### src/rtl/pc_gen_pkg.sv
// Shared defaults and next-PC source encoding for the fetch PC generator.
package pc_gen_pkg;

    localparam int unsigned DefStep        = 4;
    localparam logic [31:0] DefResetVector = 32'h0000_0000;

    typedef enum logic [2:0] {
        SRC_RESET,
        SRC_REDIRECT,
        SRC_HOLD,
        SRC_CALLRET,
        SRC_RET,
        SRC_CALL,
        SRC_SEQ
    } pc_src_e;

endpackage

### src/rtl/pc_ras.sv
// Circular return-address stack: push at ptr, pop from ptr-1, replace top in place.
module pc_ras
    import pc_gen_pkg::*;
#(
    parameter int unsigned WIDTH     = 32,
    parameter int unsigned RAS_DEPTH = 4,
    localparam int unsigned PtrW     = $clog2(RAS_DEPTH),
    localparam int unsigned CntW     = $clog2(RAS_DEPTH + 1)
) (
    input  logic             clk,
    input  logic             rst_n,
    input  logic             push,
    input  logic             pop,
    input  logic             replace,
    input  logic [WIDTH-1:0] wdata,
    output logic [WIDTH-1:0] top,
    output logic [CntW-1:0]  count
);

    localparam logic [CntW-1:0] FullCount = CntW'(RAS_DEPTH);

    logic [WIDTH-1:0] mem_q [RAS_DEPTH];
    logic [PtrW-1:0]  ptr_q, ptr_d, ptr_m1;
    logic [CntW-1:0]  count_q, count_d;

    assign ptr_m1 = ptr_q - PtrW'(1);

    always_comb begin
        ptr_d   = ptr_q;
        count_d = count_q;
        if (push) begin
            ptr_d = ptr_q + PtrW'(1);
            // A push into a full stack overwrites the oldest entry; depth saturates.
            if (count_q != FullCount) begin
                count_d = count_q + CntW'(1);
            end
        end else if (pop) begin
            ptr_d = ptr_m1;
            if (count_q != '0) begin
                count_d = count_q - CntW'(1);
            end
        end
    end

    always_ff @(posedge clk) begin
        if (!rst_n) begin
            ptr_q   <= '0;
            count_q <= '0;
        end else begin
            ptr_q   <= ptr_d;
            count_q <= count_d;
        end
    end

    always_ff @(posedge clk) begin
        if (push) begin
            mem_q[ptr_q] <= wdata;
        end else if (replace) begin
            mem_q[ptr_m1] <= wdata;
        end
    end

    assign top   = mem_q[ptr_m1];
    assign count = count_q;

endmodule

### src/rtl/pc_gen.sv
// IF-stage program counter: prioritised redirect/stall/call/return/sequential update
// with a return-address stack steering returns.
module pc_gen
    import pc_gen_pkg::*;
#(
    parameter int unsigned      WIDTH        = 32,
    parameter logic [WIDTH-1:0] RESET_VECTOR = WIDTH'(DefResetVector),
    parameter int unsigned      STEP         = DefStep,
    parameter int unsigned      RAS_DEPTH    = 4,
    localparam int unsigned     CntW         = $clog2(RAS_DEPTH + 1)
) (
    input  logic             clk,
    input  logic             rst_n,
    input  logic             stall,
    input  logic             redirect_valid,
    input  logic [WIDTH-1:0] redirect_target,
    input  logic             call_valid,
    input  logic [WIDTH-1:0] call_target,
    input  logic [WIDTH-1:0] call_ret_addr,
    input  logic             ret_valid,
    input  logic [WIDTH-1:0] ret_target,
    output logic [WIDTH-1:0] pc,
    output logic [CntW-1:0]  ras_count,
    output logic             ras_empty,
    output logic             ras_full,
    output logic             ret_miss
);

    pc_src_e          src;
    logic [WIDTH-1:0] pc_q, pc_d;
    logic             ret_miss_q, ret_miss_d;
    logic             ras_push, ras_pop, ras_replace;
    logic [WIDTH-1:0] ras_top;

    always_comb begin
        if (!rst_n) begin
            src = SRC_RESET;
        end else if (redirect_valid) begin
            src = SRC_REDIRECT;
        end else if (stall) begin
            src = SRC_HOLD;
        end else if (call_valid && ret_valid) begin
            src = SRC_CALLRET;
        end else if (ret_valid) begin
            src = SRC_RET;
        end else if (call_valid) begin
            src = SRC_CALL;
        end else begin
            src = SRC_SEQ;
        end
    end

    // Call+return on an empty stack degenerates to a plain push.
    always_comb begin
        ras_push    = (src == SRC_CALL) || ((src == SRC_CALLRET) && ras_empty);
        ras_replace = (src == SRC_CALLRET) && !ras_empty;
        ras_pop     = (src == SRC_RET) && !ras_empty;
        ret_miss_d  = (src == SRC_RET) && ras_empty;
    end

    always_comb begin
        pc_d = pc_q;
        unique case (src)
            SRC_RESET:    pc_d = RESET_VECTOR;
            SRC_REDIRECT: pc_d = redirect_target;
            SRC_HOLD:     pc_d = pc_q;
            SRC_CALLRET:  pc_d = call_target;
            SRC_RET:      pc_d = ras_empty ? ret_target : ras_top;
            SRC_CALL:     pc_d = call_target;
            SRC_SEQ:      pc_d = pc_q + WIDTH'(STEP);
            default:      pc_d = pc_q;
        endcase
    end

    always_ff @(posedge clk) begin
        if (!rst_n) begin
            pc_q       <= RESET_VECTOR;
            ret_miss_q <= 1'b0;
        end else begin
            pc_q       <= pc_d;
            ret_miss_q <= ret_miss_d;
        end
    end

    pc_ras #(
        .WIDTH     (WIDTH),
        .RAS_DEPTH (RAS_DEPTH)
    ) u_ras (
        .clk     (clk),
        .rst_n   (rst_n),
        .push    (ras_push),
        .pop     (ras_pop),
        .replace (ras_replace),
        .wdata   (call_ret_addr),
        .top     (ras_top),
        .count   (ras_count)
    );

    assign pc        = pc_q;
    assign ret_miss  = ret_miss_q;
    assign ras_empty = (ras_count == '0);
    assign ras_full  = (ras_count == CntW'(RAS_DEPTH));

endmodule

### config.mk
export PLATFORM = sky130hd
export DESIGN_NAME = pc_gen
export DESIGN_NICKNAME = d
export VERILOG_FILES = /design/src/rtl/pc_gen_pkg.sv /design/src/rtl/pc_ras.sv /design/src/rtl/pc_gen.sv
export SDC_FILE = /design/constraint.sdc
export NUM_CORES = 1
export LEC_CHECK = 0
export BUFFER_PORTS_ARGS = -buffer_cell sky130_fd_sc_hd__buf_2
export CORE_UTILIZATION = 31
export CTS_CLUSTER_SIZE = 28
export DETAILED_ROUTE_END_ITERATION = 10
export PLACE_DENSITY = 0.49
export SLEW_MARGIN = 5
export SYNTH_ARGS = -nofsm -noshare
export SYNTH_HDL_FRONTEND = slang
export SYNTH_SLANG_ARGS = --single-unit
### constraint.sdc
create_clock -name clk -period 13.65 [get_ports clk]
set_input_delay 0.6825 -clock clk [delete_from_list [all_inputs] [get_ports clk]]
set_output_delay 0.6825 -clock clk [all_outputs]
set_load 0.05 [all_outputs]
==> results of run 1 <==
logic make-up (layout without fill, tap and decap cells):
logic type | after synthesis | in the layout
adders and majority gates | 3 | 3
muxes | 41 | 41
buffers and inverters | 44 | 222
DFF | 166 | 166
AOI/OAI and AO/OA | 137 | 137
xor gates and xnor gates | 12 | 12
and+or+nand+nor | 187 | 187
other | 0 | 1
routing by layer:
metal | vias to the layer above | GRT usage | share of wire
met5 | - | 0 | 0
met4 | 0 | 0.0600 | 0.013
met3 | 18 | 0.0280 | 0.054
met2 | 204 | 0.305 | 0.48
met1 | 2900 | 0.264 | 0.46
li1 | 2670 | - | -
where the power goes:
| part | internal [W] | switching [W] |
|---|---|---|
| logic | 0.0000437 | 0.0000889 |
| clock network | 0.000247 | 0.000226 |
| registers | 0.000554 | 0.0000180 |
| total | 0.000845 | 0.000333 |
cell usage after synthesis, drive strengths merged (3+ instances only):
master,number
edfxtp,128
nand2,92
dfxtp,38
a21oi,34
mux4,32
clkbuf,28
o21ai,25
a221oi,20
nor2,16
o211ai,15
nand3,14
buf,9
nor3,9
a222oi,8
and2,8
mux2i,8
nand4,8
and3,7
inv,7
xnor2,7
a31oi,6
nor4,6
o311ai,6
nand2b,5
or4,5
xor2,5
and4,4
or3,4
o22ai,3
o31a,3
critical path, cell delays in order (launching register included):
cell and delay, ns:
dfxtp_1 0.38, or3_1 0.39, buf_4 0.26, inv_2 0.48, buf_2 0.37
sequential cells by signal (all words and copies together) (netlist names):
name and cells:
u_ras.mem_q 128, pc 32, u_ras.count 3, u_ras.ptr_q 2, ret_miss 1
cell usage in the layout, fill, tap and decap left out, types with 11 or more instances in the layout:
cell,count
clkbuf_16,17
nor2_1,14
a21oi_1,32
o21ai_0,11
buf_2,171
nand3_1,14
o211ai_1,14
o21ai_1,14
buf_4,12
nand2_1,92
dfxtp_1,37
edfxtp_1,128
a221oi_1,20
mux4_2,32
final timing paths:
kind              cells after the start                      endpoint                   startpoint
setup / recovery                      4                     ras_empty  u_ras.count[2]$_SDFFE_PN0P_
hold / removal                        1   u_ras.mem_q[1][0]$_DFFE_PP_             call_ret_addr[0]
setup reg to reg                      6  u_ras.mem_q[2][12]$_DFFE_PP_  u_ras.count[2]$_SDFFE_PN0P_
hold reg to reg                       2            pc[0]$_SDFFE_PN0P_           pc[0]$_SDFFE_PN0P_
through the flow:
stage / setup slack, ns / hold slack [ns] / power, W / utilization
floorplan: 6.45 / 0.695 / 0.000659 / -
global placement: 10.26 / 0.458 / 0.000715 / 0.372
global route: 10.43 / 0.450 / 0.00122 / 0.397
CTS: 10.62 / 0.445 / 0.00119 / 0.397
finish: 10.65 / 0.461 / 0.00118 / 0.397
detailed placement: 10.19 / 0.451 / 0.000717 / 0.372
final cells by class:
class	instances	area, sq um	area share
timing repair buffer	183	946	0.100
inverter	7	26.3	0.00278
sequential	166	4610	0.488
antenna	1	2.50	0.000265
tap	319	399	0.0423
multi-input combinational	380	2860	0.303
clock buffer	17	425	0.0451
clock inverter	15	173	0.0183
==> impl_metrics.ini, run 1 <==
[die]
die-width_um = 159
std_cell_rows = 56
start_util = 0.320
die-area_sq_mm = 0.0252
core-area_sq_mm = 0.0238
die_h_um = 159
ios = 172

[logic_synthesis]
synth_seq_cells = 166
synth_edf_count = 128
ys_types = 58
synth_top_area_share = 0.505
ys_warn_count = 0
synth_adder_area_share = 0.00592
synth_xor_area_frac = 0.0138
netlist_area_sq_mm = 0.00760
synthFlopType = edfxtp_1
synth_top_family_by_area = compound AO/OA/AOI/OAI gates
synth_top_area_cell = edfxtp_1
synthArstFlopShare = 0
syn_inst = 590
syn_nets = 727
synthSimpleGateAreaFrac = 0.121
seq_area_frac_synth = 0.605
muxShareOfSynthArea = 0.107
syn_area_per_cell_sq_um = 12.9
synth-compound-area-share = 0.125
yosys-top-cells-area = edfxtp_1, dfxtp_1, mux4_2

[cells_and_area]
nFillCells = 2303
drive_gt1_frac = 0.337
fin_area_sq_mm = 0.00944
area_growth_pct = 24.1
layout.nets = 892
finalNonFillerCells = 1088

[global_route]
grt_pass1_vias = 5720
grt_pass1_wl_um = 34400
antenna_found_initial = 1
grt_max_degree = 43
grt.total_usage = 0.190
overflow = 0

[sta]
maxSlewHeadroom = 0.195
grt_setup_unrepaired = false
hold_violations = 0
finalClockSkew_ns = 0.0108
fmax_mhz = 333
fin_tns_setup_ns = 0
final_max_slew_viol_count = 0
post-route-period-util = 0.220
worst_pin_slew_ns = 1.21
fin_crit_ns = 3.00
setup_viol_count_final = 0

[setup_path]
end_kind = primary output
crit_required_ns = 12.97
cp_max_fo = 36
critPathKind = reg2out
arrival_ns = 2.32
critPathLaunchType = register
r2r_slack_ns = 10.94

[cts]
htree_levels = 4
clockBufferDepth = 2
clock-sinks = 166
post-cts-setup-buffers = 0
cts_buffers = 17
cts_root_buf = clkbuf_16
path_clk_slew_ns = 0.08
clock_latency_ns = 0.43
cts_tree = built
cts-resized-gates = 0
ctsHoldBuffers = 0

[run]
drv_cap = 0

[placed_design]
hpwl_um = 16500
portBuffers = 171
gp_congestion = 0.904
dp.cells = 1055
placed_area_sq_mm = 0.00884

[hold_path]
hp-class = in2reg

[detailed_routing]
drtIter0Drc = 448
postRouteWirelength_um = 23300
vias = 5792
drtPass1Iterations = 4
wl_per_cell_um = 21.4
vias_per_cell = 5.32
drc = 0
postRouteAntennaNets = 0

[outcome]
outcome = completed

[power_and_ir_drop]
p_leak_nw = 3.37
p_per_area_mw_per_mm2 = 125
vdd_drop_max_uv = 64.3
No activity file was read; power rests on OpenSTA's default activity.
==> run 2: changes to the inputs <==
Settings changed: PLACE_DENSITY 0.49 to 0.51.
Clock period 13.65 ns to 2.49 ns, I/O delays scaled along.
==> impl_metrics.ini, run 2 (synthesis results as in run 1) <==
[outcome]
outcome = completed

[detailed_routing]
drtIter0Drc = 477
vias = 6122
postRouteAntennaNets = 0
drc = 0
postRouteWirelength_um = 23400
vias_per_cell = 5.17
drtPass1Iterations = 5
wl_per_cell_um = 19.8

[power_and_ir_drop]
switching_share = 0.276
p_clk_frac = 0.387
seq_power_share = 0.481
p_per_area_mw_per_mm2 = 623
power_frac_comb = 0.133
vdd_drop_max_uv = 491
intPower_w = 0.00471
p_leak_nw = 3.79
power.switching_w = 0.00179

[cells_and_area]
area_growth_pct = 37.2
final_cell_mix = buf_2, edfxtp_1, nand2_1
top_register = u_ras.mem_q
layout.nets = 987
final_common_cell = buf_2
nFillCells = 2215
largest_reg_flops = 128
drive_gt1_frac = 0.331
finalNonFillerCells = 1183

[global_route]
grt_pass1_vias = 6138
grt_max_degree = 33
grt_pass1_wl_um = 34900
grt.total_usage = 0.191
antenna_found_initial = 2
overflow = 0

[setup_path]
cp-startpoint = u_ras.ptr_q[0]$_SDFFE_PN0P_
critPathKind = reg2reg
end_kind = register
cp_slowest_cell = mux4_2
crit_required_ns = 2.80
r2r_start = u_ras.ptr_q[0]$_SDFFE_PN0P_
r2r_slack_ns = 0.21
cp_max_fo = 21
critPathMaxStageDelay_ns = 0.56
critPathLaunchType = register
crit_chain = buf_12 > mux4_2 > nand2_1 > a21oi_1 > a221oi_1 > buf_4 > nand3_1
arrival_ns = 2.59

[sta]
maxSlewHeadroom = 0.260
fmax_mhz = 438
hold_violations = 0
finalClockSkew_ns = 0.0117
worst_pin_slew_ns = 1.11
fin_crit_ns = 2.28
setup_viol_count_final = 0
fin_ws_ns = 0.206
post-route-period-util = 0.917
hold-worst-slack_ns = 0.0190
grt_setup_unrepaired = false
final_max_slew_viol_count = 0

[die]
die-width_um = 159
die_h_um = 159
core-area_sq_mm = 0.0238
ios = 172
std_cell_rows = 56
start_util = 0.320
die-area_sq_mm = 0.0252

[placed_design]
portBuffers = 171
dp_slack_ns = 0.145
dp.cells = 1078
hpwl_um = 17100
gp_congestion = 0.897

[cts]
cts_tree = built
post-cts-setup-buffers = 0
htree_levels = 4
cts-resized-gates = 0
clock-sinks = 166
path_clk_slew_ns = 0.07
clockBufferDepth = 2
cts_buffers = 17
cts_root_buf = clkbuf_16
clock_latency_ns = 0.43

[run]
drv_cap = 0

[hold_path]
hold_start = call_target[27]
hp-class = in2reg
-- run 2: area by class of cell --
type | count | area, sq um | area share
Timing Repair Buffer | 278 | 1930 | 0.185
Clock buffer | 18 | 429 | 0.0411
Tap cell | 319 | 399 | 0.0382
Clock inverter | 14 | 131 | 0.0126
Antenna cell | 1 | 2.50 | 0.000240
Multi-Input combinational cell | 380 | 2910 | 0.279
Inverter | 7 | 26.3 | 0.00252
Sequential cell | 166 | 4610 | 0.442
-- run 2: metrics by stage --
step | TNS (ns) | instance area [sq um] | power [W] | util
2_1_floorplan | -15.70 | 7700 | 0.00362 | -
3_3_place_gp | 0 | 9150 | 0.00395 | 0.385
3_5_place_dp | 0 | 9150 | 0.00396 | 0.385
4_1_cts | 0 | 10400 | 0.00655 | 0.439
5_1_grt | 0 | 10400 | 0.00672 | 0.439
6_report | 0 | 10400 | 0.00650 | 0.439
-- run 2: final timing paths --
path,to,depth (start not counted)
worst min-delay path,pc[27]$_SDFFE_PN0P_,3
worst min register to register,pc[0]$_SDFFE_PN0P_,2
worst max-delay path,pc[10]$_SDFFE_PN0P_,7
worst max register to register,pc[10]$_SDFFE_PN0P_,7
-- run 2: what timing repair did --
action,CTS,global route
endpoints found under the hold margin,149,0
hold buffers,72,0
endpoints found under the setup margin,0,0
-- run 2: power groups by stage --
| stage | registers, W | logic, W | clock network, W |
|---|---|---|---|
| after floorplan | 0.00335 | 0.000278 | 0 |
| after global placement | 0.00318 | 0.000766 | 0 |
| after detailed placement | 0.00318 | 0.000772 | 0 |
| after CTS | 0.00312 | 0.000865 | 0.00256 |
| after global routing | 0.00313 | 0.000924 | 0.00266 |
| final | 0.00312 | 0.000862 | 0.00251 |
-- run 2: routing by layer --
| metal | track usage | routed length (um) | up-vias | share of wire |
|---|---|---|---|---|
| met1 | 0.239 | 10100 | 2994 | 0.43 |
| met3 | 0.0389 | 1190 | 37 | 0.051 |
| met5 | 0 | 10 | - | 0.00043 |
| li1 | - | - | 2870 | - |
| met4 | 0.0746 | 613 | 2 | 0.026 |
| met2 | 0.324 | 11500 | 219 | 0.49 |
-- run 2: worst max-delay path: cells and delay by family, from the launching register on --
| kind | cells | cell delay (ns) |
|---|---|---|
| AO/OA/AOI/OAI | 2 | 0.47 |
| AND/OR/NAND/NOR | 2 | 0.18 |
| multiplexers | 1 | 0.56 |
| flip-flops | 1 | 0.51 |
| buffers and inverters | 2 | 0.44 |
